$ cat config.mk
export PLATFORM = sky130hd
export DESIGN_NAME = alu_bist
export DESIGN_NICKNAME = d
export VERILOG_FILES = /design/src/rtl/alu_bist.sv
export SDC_FILE = /design/constraint.sdc
export NUM_CORES = 1
export LEC_CHECK = 0
export CAP_MARGIN = 20
export CORE_MARGIN = 2
export CORE_UTILIZATION = 48
export CTS_BUF_LIST = sky130_fd_sc_hd__clkbuf_4 sky130_fd_sc_hd__clkbuf_8
export CTS_CLUSTER_SIZE = 25
export DETAILED_ROUTE_END_ITERATION = 6
export GPL_ROUTABILITY_DRIVEN = 0
export PLACE_DENSITY = 0.65
export SLEW_MARGIN = 20
export SYNTH_ARGS = -nofsm -noshare
export SYNTH_HDL_FRONTEND = slang
export SYNTH_SLANG_ARGS = --single-unit
$ cat constraint.sdc
create_clock -name clk -period 6.8 [get_ports clk]
set_clock_uncertainty 0.05 [all_clocks]
set_input_delay 0.68 -clock clk [delete_from_list [all_inputs] [get_ports clk]]
set_output_delay 0.68 -clock clk [all_outputs]
set_load 0.02 [all_outputs]
$ cat src/rtl/alu_bist.sv
// ALU built-in self-test sequencer.
// Steps through AND/OR/ADD/XOR/SLL/SUB/SRL in op-major, vector-minor order.
// For each vector it drives registered operands, waits ALU_LATENCY edges,
// then checks out/zero/ng (and overflow for ADD/SUB) against a golden model.
module alu_bist #(
    parameter int          VECTORS     = 8,
    parameter int          ALU_LATENCY = 1,
    parameter logic [31:0] SEED        = 32'hACE1_2024
) (
    input  logic        clk,
    input  logic        rst_n,
    input  logic        start,
    output logic        busy,
    output logic        done,
    output logic        pass,
    output logic [7:0]  fail_count,
    output logic [3:0]  first_fail_op,
    output logic [5:0]  first_fail_vec,
    output logic [31:0] alu_x,
    output logic [31:0] alu_y,
    output logic [3:0]  alu_fn,
    input  logic [31:0] alu_out,
    input  logic        alu_zero,
    input  logic        alu_ng,
    input  logic        alu_overflow
);

    typedef enum logic [1:0] {IDLE, RUN, DONE} state_t;

    localparam logic [31:0] SEED_EFF  = (SEED == 32'd0) ? 32'h0000_0001 : SEED;
    localparam logic [31:0] LFSR_MASK = 32'h8020_0003;
    localparam logic [31:0] CORNER_X  = 32'h7FFF_FFFF;
    localparam logic [31:0] CORNER_Y  = 32'h0000_0001;
    localparam logic [31:0] Y_SALT    = 32'h5A5A_A5A5;
    localparam logic [5:0]  LAST_VEC  = 6'(VECTORS - 1);
    localparam logic [7:0]  LAST_WAIT = 8'(ALU_LATENCY);

    // Function code for each position in the test order.
    function automatic logic [3:0] op_code(input logic [2:0] idx);
        case (idx)
            3'd0:    op_code = 4'b0000;
            3'd1:    op_code = 4'b0001;
            3'd2:    op_code = 4'b0010;
            3'd3:    op_code = 4'b0011;
            3'd4:    op_code = 4'b0100;
            3'd5:    op_code = 4'b0110;
            3'd6:    op_code = 4'b1000;
            default: op_code = 4'b0000;
        endcase
    endfunction

    function automatic logic [31:0] rotl13(input logic [31:0] v);
        rotl13 = {v[18:0], v[31:19]};
    endfunction

    state_t      state;
    logic [31:0] lfsr;
    logic [2:0]  op_idx;
    logic [5:0]  vec;
    logic [7:0]  wcnt;

    logic [31:0] sum, diff, exp_out, lfsr_nxt;
    logic        exp_ovf, chk_ovf, mismatch;
    logic        sample, vec_wrap, last;
    logic [2:0]  op_nxt;
    logic [5:0]  vec_nxt;
    logic [7:0]  fail_nxt;

    // Golden model evaluated on the held operands; valid at the sampling edge.
    always_comb begin
        sum     = alu_x + alu_y;
        diff    = alu_x - alu_y;
        exp_out = '0;
        exp_ovf = 1'b0;
        chk_ovf = 1'b0;
        case (alu_fn)
            4'b0000: exp_out = alu_x & alu_y;
            4'b0001: exp_out = alu_x | alu_y;
            4'b0011: exp_out = alu_x ^ alu_y;
            4'b0010: begin
                exp_out = sum;
                chk_ovf = 1'b1;
                exp_ovf = (alu_x[31] == alu_y[31]) && (sum[31] != alu_x[31]);
            end
            4'b0110: begin
                exp_out = diff;
                chk_ovf = 1'b1;
                exp_ovf = (alu_x[31] != alu_y[31]) && (diff[31] != alu_x[31]);
            end
            4'b0100: exp_out = alu_x << alu_y[4:0];
            4'b1000: exp_out = alu_x >> alu_y[4:0];
            default: exp_out = '0;
        endcase
        mismatch = (alu_out != exp_out) ||
                   (alu_zero != (exp_out == 32'd0)) ||
                   (alu_ng != exp_out[31]) ||
                   (chk_ovf && (alu_overflow != exp_ovf));
    end

    // Sequencing helpers: sample point, next op/vector, LFSR step, saturating count.
    always_comb begin
        sample   = (state == RUN) && (wcnt == LAST_WAIT);
        vec_wrap = (vec == LAST_VEC);
        last     = vec_wrap && (op_idx == 3'd6);
        op_nxt   = vec_wrap ? op_idx + 3'd1 : op_idx;
        vec_nxt  = vec_wrap ? 6'd0 : vec + 6'd1;
        lfsr_nxt = {1'b0, lfsr[31:1]} ^ (lfsr[0] ? LFSR_MASK : 32'd0);
        fail_nxt = (mismatch && (fail_count != 8'hFF)) ? fail_count + 8'd1 : fail_count;
    end

    // Control FSM with registered status and operand outputs.
    always_ff @(posedge clk or negedge rst_n) begin
        if (!rst_n) begin
            state          <= IDLE;
            lfsr           <= SEED_EFF;
            op_idx         <= '0;
            vec            <= '0;
            wcnt           <= '0;
            busy           <= 1'b0;
            done           <= 1'b0;
            pass           <= 1'b0;
            fail_count     <= '0;
            first_fail_op  <= '0;
            first_fail_vec <= '0;
            alu_x          <= '0;
            alu_y          <= '0;
            alu_fn         <= '0;
        end else begin
            case (state)
                IDLE, DONE: begin
                    if (start) begin
                        state          <= RUN;
                        lfsr           <= SEED_EFF;
                        op_idx         <= '0;
                        vec            <= '0;
                        wcnt           <= '0;
                        busy           <= 1'b1;
                        done           <= 1'b0;
                        pass           <= 1'b0;
                        fail_count     <= '0;
                        first_fail_op  <= '0;
                        first_fail_vec <= '0;
                        alu_x          <= CORNER_X;
                        alu_y          <= CORNER_Y;
                        alu_fn         <= op_code(3'd0);
                    end
                end
                RUN: begin
                    if (!sample) begin
                        wcnt <= wcnt + 8'd1;
                    end else begin
                        wcnt       <= '0;
                        lfsr       <= lfsr_nxt;
                        fail_count <= fail_nxt;
                        if (mismatch && (fail_count == 8'd0)) begin
                            first_fail_op  <= alu_fn;
                            first_fail_vec <= vec;
                        end
                        if (last) begin
                            state <= DONE;
                            busy  <= 1'b0;
                            done  <= 1'b1;
                            pass  <= (fail_nxt == 8'd0);
                        end else begin
                            // Launch the next vector; x follows the LFSR value
                            // that is current while the vector is presented.
                            op_idx <= op_nxt;
                            vec    <= vec_nxt;
                            alu_fn <= op_code(op_nxt);
                            if (vec_nxt == 6'd0) begin
                                alu_x <= CORNER_X;
                                alu_y <= CORNER_Y;
                            end else begin
                                alu_x <= lfsr_nxt;
                                alu_y <= rotl13(lfsr_nxt) ^ Y_SALT;
                            end
                        end
                    end
                end
                default: state <= IDLE;
            endcase
        end
    end

endmodule

# --- Yosys cells after proc, flatten, opt, wreduce, memory -nomap -nowiden ---
# Cells that the tools add are included.
# W data, S select, Z words.
word_totals:
  register_bits: 140
  wordCells: 142
op_classes:
  addsub: 6
  eq_ne: 31
  n_shift: 2
  n_mux: 59
  bitwise: 5
  reduce_logical: 25
op_table:
  columns: ["cell", "n"]
  rows:
  - ["$mux W32", 11]
  - ["$pmux W32 S7", 1]
  - ["$pmux W32 S2", 3]
  - ["$mux W6", 6]
  - ["$add A32 B32 Y32", 1]
  - ["$and A32 B32 Y32", 1]
  - ["$logic_not A32 Y1", 1]
  - ["$mux W8", 4]
  - ["$ne A32 B32 Y1", 1]
  - ["$or A32 B32 Y32", 1]
  - ["$pmux W8 S2", 2]
  - ["$shl A32 B5 Y32", 1]
  - ["$shr A32 B5 Y32", 1]
  - ["$sub A32 B32 Y32", 1]
  - ["$xor A31 B32 Y32", 1]
  - ["$xor A32 B32 Y32", 1]
  - ["$pmux W4 S6", 1]
  - ["$pmux W6 S2", 2]
  - ["$mux W4", 5]
  - ["$add A8 B1 Y8 const B", 2]
  - ["$logic_not A8 Y1", 2]
  - ["$not A16 Y16", 1]
  - ["$pmux W4 S2", 2]
  - ["$eq A3 B3 Y1 const B", 4]
  - ["other kinds (33)", 72]

# --- Longest topological paths before layout ---
logic_depth:
  ltp_word: 13
  ltp_mapped: 20

# --- Least setup slack after synthesis ---
# Ideal clock, no wire load.
synth_timing:
  path_kind: "register to register"
  from: "register alu_y[3]"
  to: "register fail_count[6]"
  setup_ns: 0.122
  t_arrival_ns: 4.968
  t_required_ns: 6.628
  path_slack_ns: 1.661
  path_stages_with_launch: 19
  n_path_buf: 3
  period_less_slack_ns: 5.139
  cell_sequence: "dfrtp_1 > inv_1 > buf_1 > clkbuf_1 > ha_1 > clkbuf_1 > a2111o_1 > a211oi_2 > o21ai_1 > mux2i_1 > or4_1 > nor3_1 > nand3_1 > nor4_2 > a31oi_1 > o31ai_4 > nand2_2 > a21o_1 > a32o_1"
synth_between:
  elab_chain_len: 11
  word_cells_on_any_way: 26
synth_lines:
  columns: ["element", "line_no", "text"]
  rows:
  - ["from (decl)", "20", "output logic [31:0] alu_y,"]
  - ["from (signal assigned)", "175", "alu_y <= rotl13(lfsr_nxt) ^ Y_SALT;"]
  - ["$sub A32 B32 Y32, or another cell as far along", "72", "diff = alu_x - alu_y;"]
  - ["$pmux W32 S7, or another cell as far along", "76", "case (alu_fn)"]
  - ["$logic_not A32 Y1, or another cell as far along", "95", "(alu_zero != (exp_out == 32'd0)) ||"]
  - ["$ne A1 B1 Y1 / $pmux W1 S2 (equally long branches)", "95, 76", null]
  - ["$logic_or A1 B1 Y1 / $ne A1 B1 Y1 (equally long branches)", "94, 97", null]
  - ["$logic_or A1 B1 Y1 / $logic_and A1 B1 Y1 (equally long branches)", "95, 97", null]
  - ["$logic_or A1 B1 Y1 (*)", "96", "(alu_ng != exp_out[31]) ||"]
  - ["$logic_and A1 B1 Y1 (*)", "108", "fail_nxt = (mismatch && (fail_count != 8'hFF)) ? fail_count + 8'd1 : fail_count;"]
  - ["$mux W8 (*)", "108", null]
  - ["$mux W8 (*)", "149", "if (!sample) begin"]
  - ["$pmux W8 S2 (*)", "129", "case (state)"]
  - ["to (signal assigned)", "154", "fail_count <= fail_nxt;"]
  - ["to (decl)", "16", "output logic [7:0] fail_count,"]
# Every way passes the cells marked *; elsewhere a longest branch is shown, timed or not. The select of a mux whose other input is x is not followed.
# A chain may end at the register's enable or synchronous reset.

# --- Worst setup path after layout ---
layout_timing:
  from: "register alu_y[12]"
  to: "register first_fail_vec[4]"
layout_between:
  elab_chain_len: 10
  word_cells_on_any_way: 23
layout_lines:
  columns: ["element", "line_no", "text"]
  rows:
  - ["$sub A32 B32 Y32, or another cell as far along", "72", null]
  - ["$pmux W32 S7, or another cell as far along", "76", null]
  - ["$logic_not A32 Y1, or another cell as far along", "95", null]
  - ["$ne A1 B1 Y1 / $pmux W1 S2 (equally long branches)", "95, 76", null]
  - ["$logic_or A1 B1 Y1 / $ne A1 B1 Y1 (equally long branches)", "94, 97", null]
  - ["$logic_or A1 B1 Y1 / $logic_and A1 B1 Y1 (equally long branches)", "95, 97", null]
  - ["$logic_or A1 B1 Y1 (*)", "96", null]
  - ["$logic_and A1 B1 Y1 (*)", "155", "if (mismatch && (fail_count == 8'd0)) begin"]
  - ["$ne A2 B1 Y1 (no source line) (*)", null, null]
  - ["$reduce_and A4 Y1 (no source line) (*)", null, null]
  - ["to (signal assigned)", "157", "first_fail_vec <= vec;"]
  - ["to (decl)", "18", "output logic [5:0] first_fail_vec,"]
# Every way passes the cells marked *; elsewhere a longest branch is shown, timed or not.

==> metrics.md <==
| Metric | Value |
|---|---|
| R2R Path Start | `alu_y[12]` |
| Worst path most repeated cell | `o21ai_0` |
| Layout cells sized above 1 | `9.769%` |
| DRC | `0` |
| Worst reg2reg path depth | `16` |
| Routed Antenna Nets | `0` |
| Unrepaired setup endpoints after global routing | `false` |
| Vias per inst | `7.163` |
| CP Data Required Time | `7160 ps` |
| Seq pwr share | `17.1%` |
| Gr ovfl total | `0` |
| First-pass GRT wire length | `109.5 mm` |
| Setup TNS | `0 ps` |
| Syn-to-layout area delta | `11.57%` |
| Die ar. | `35910 µm²` |
| Synth warn | `0` |
| Crit path launch type | `flop` |
| Comb power frac | `76.3%` |
| Post_cts resized | `0` |
| ANT cells | `0` |
| Clock tree root driver cell | `clkbuf_8` |
| Internal power | `4.310 mW` |
| Slew HR | `13.64%` |
| Via count | `18680` |
| Sw frac | `60.01%` |
| CTS tree | `built` |
| Final setup vio count | `0` |
| DR pass1 iterations | `7` |
| Crit Path Category | `reg -> reg` |
| Placed cell count | `2576` |
| Initial Utilization | `49.01%` |
| Avg WL per Cell | `28.50 µm` |
| Most used DFF post-synth | `dfrtp_1` |
| Final Hold Slack | `215.7 ps` |
| Longest Clk Path Bufs | `2` |
| Final wirelength | `74.34 mm` |
| Vias in the first global route | `17110` |
| P_leak | `7.511 nW` |
| Hold-fix buffers, CTS | `0` |
| Synth Register Bits | `139` |
| M1 WL | `27.77 mm` |
| Num CTS Buffers | `17` |
| P per Cell Area | `584.9 nW/µm²` |
| Mapped Area | `16520 µm²` |
| Hold Fails Final Rpt | `0` |
| Maximum fanout along the worst path | `17` |
| Top sig layer | `met5` |
| Maximum number of pins on one net before global-route repair | `93` |
| P_sw | `6.467 mW` |
| Die W | `189.5 µm` |
| Worst Tran Pin Value | `1287 ps` |
| Mean Syn Cell Area | `7.847 µm²` |
| Cell Chain, Critical Path | `inv_1 -> ha_1 -> a21oi_1 -> o21ai_0 -> a21oi_1 -> o21ai_0 -> xnor2_1 -> a221oi_1 -> o21ai_0 -> or3_1 -> nor4_2 -> a31oi_1 -> o31ai_4 -> nand2_2 -> a21oi_4 -> a22o_1` |
| Max Freq | `151.9 MHz` |
| Chip height | `189.5 µm` |
| Fin. max-slew vios | `0` |
| Metal3 WL | `10.08 mm` |
| Clock slew at reported path FFs | `90 ps` |
| Post-synth EDFFs | `0` |
| Met2 Routed Length | `30.66 mm` |
| Delay of the slowest critical-path stage | `770 ps` |
| Async S/R FF share, synth | `100.0%` |
| Setup Fix Bufs, Post-CTS | `0` |
| Worst R2R End | `first_fail_vec[4]` |
| Worst EP arrival | `6940 ps` |
| Distinct cells, synth | `103` |
| DP Wirelength | `56.47 mm` |
| CTS sink cnt | `139` |
| CP Capture Type | `flop` |
| GRT Total Usage | `40.31%` |
| FILL cells | `3245` |
| Status | `complete, no violations` |
| Final period util | `96.83%` |
| Initial antenna violation count | `2` |
| Worst path slowest cell | `dfrtp_1` |
| Fin cells | `2608` |
| Post-synthesis sequential area ratio | `21.14%` |
| Peak VDD IR | `0.2551 mV` |
| Clock share of power | `6.7%` |
| Worst path bufs/invs | `1` |
| Net Count, Synth | `2248` |
| Worst Hold Class | `in -> async` |
| MaxCap Viol Count | `0` |
| # H-tree levels | `4` |
| Most common cell after layout, fill and taps aside | `nand2_1` |
| Number of DRC markers in iteration 0 | `2985` |
| Synthesized instance count | `2105` |
| Row cnt | `67` |
| Clock latency at the later pin of the worst-skew pair | `480 ps` |
| Core Area | `33700 µm²` |
| I/O pins | `127` |
| Delay-heaviest family, CP | `compound AO/OA/AOI/OAI gates` |
| Port Buffers | `126` |
| Nets@finish | `2290` |
| Final Critical Period | `6584 ps` |
| Commonest non-fill, non-tap cells in the layout | `197 x nand2_1, 178 x nor2_1, 152 x a21oi_1` |
| FF-to-FF setup slack | `220 ps` |
==> power groups by stage <==
stage / registers (mW) / logic, mW / clock network [mW]
after global placement: 1.78 / 7.71 / 0
after detailed placement: 1.79 / 7.74 / 0
after floorplan: 1.64 / 5.22 / 0
final: 1.84 / 8.22 / 0.717
after global routing: 1.83 / 8.58 / 0.754
after CTS: 1.78 / 7.78 / 0.717
==> final cells by class <==
class / count / area, µm² / area share [%]
multi-input combinational: 1700 / 11920 / 64.67
sequential: 139 / 3500 / 18.99
timing repair buffer: 171 / 1613 / 8.752
tap: 448 / 560.5 / 3.042
inverter: 118 / 442.9 / 2.404
clock buffer: 18 / 247.7 / 1.344
clock inverter: 14 / 146.4 / 0.7944
==> logic make-up (layout without fill, tap and decap cells) <==
group                      Yosys count  in the layout  synth area share (%)
AOI/OAI and AO/OA                  683            683                 28.93
xor gates and xnor gates            52             52                 2.757
adders and majority gates          105            105                 8.045
buffers and inverters              266            321                 6.939
DFF                                139            139                 21.14
muxes                              145            145                 11.04
and+or+nand+nor                    715            715                 21.15
==> routing by layer <==
metal,up-vias,GRT usage (%)
li1,7941,-
met1,8778,51.22
met2,1549,60.03
met3,412,12.55
met4,2,24.00
met5,-,0
==> cells in the mapped netlist (30+ instances only) <==
cell type	count	area share [%]
nand2_1	197	4.5
nor2_1	180	4.1
a21oi_1	153	4.6
dfrtp_1	128	19
o21ai_0	119	3.6
inv_1	113	2.6
ha_1	103	7.8
clkbuf_1	90	2.0
mux2i_1	87	5.3
nand3_1	69	2.1
o22ai_1	53	2.0
nor3_1	46	1.4
nand2b_1	36	1.4
a22o_1	35	1.9
and3_1	35	1.3
o211ai_1	32	1.5
xnor2_1	32	1.7
buf_2	31	0.94
mux2_2	30	2.0
==> stage by stage <==
stage / area [µm²] / worst slack (ps) / utilization, % / total power, mW
6_report: 18430 / 215.7 / 54.68 / 10.78
5_1_grt: 18430 / 185.9 / 54.68 / 11.17
4_1_cts: 18430 / 608.6 / 54.68 / 10.28
3_5_place_dp: 18030 / 654.3 / 53.51 / 9.534
3_3_place_gp: 18030 / 683.9 / 53.51 / 9.489
2_1_floorplan: 16520 / 1661 / - / 6.864
==> how the worst max path moves through the flow <==
stage | from | slack, ps | end | cells past startpoint
4_1_cts | alu_y[12] | 610 | first_fail_vec[4] | 16
3_3_place_gp | alu_y[12] | 680 | first_fail_op[3] | 17
6_report | alu_y[12] | 220 | first_fail_vec[4] | 16
3_5_place_dp | alu_y[12] | 650 | first_fail_vec[1] | 16
5_1_grt | alu_y[12] | 190 | first_fail_vec[2] | 16
2_1_floorplan | alu_y[3] | 1660 | fail_count[6] | 18
==> flip-flops by register name (all words and copies together), names as in the netlist, 6 cells and up <==
register,cells
alu_x,31
alu_y,32
fail_count,8
first_fail_vec,6
lfsr,32
vec,6
wcnt,8
(Power assumes the default switching activity.)
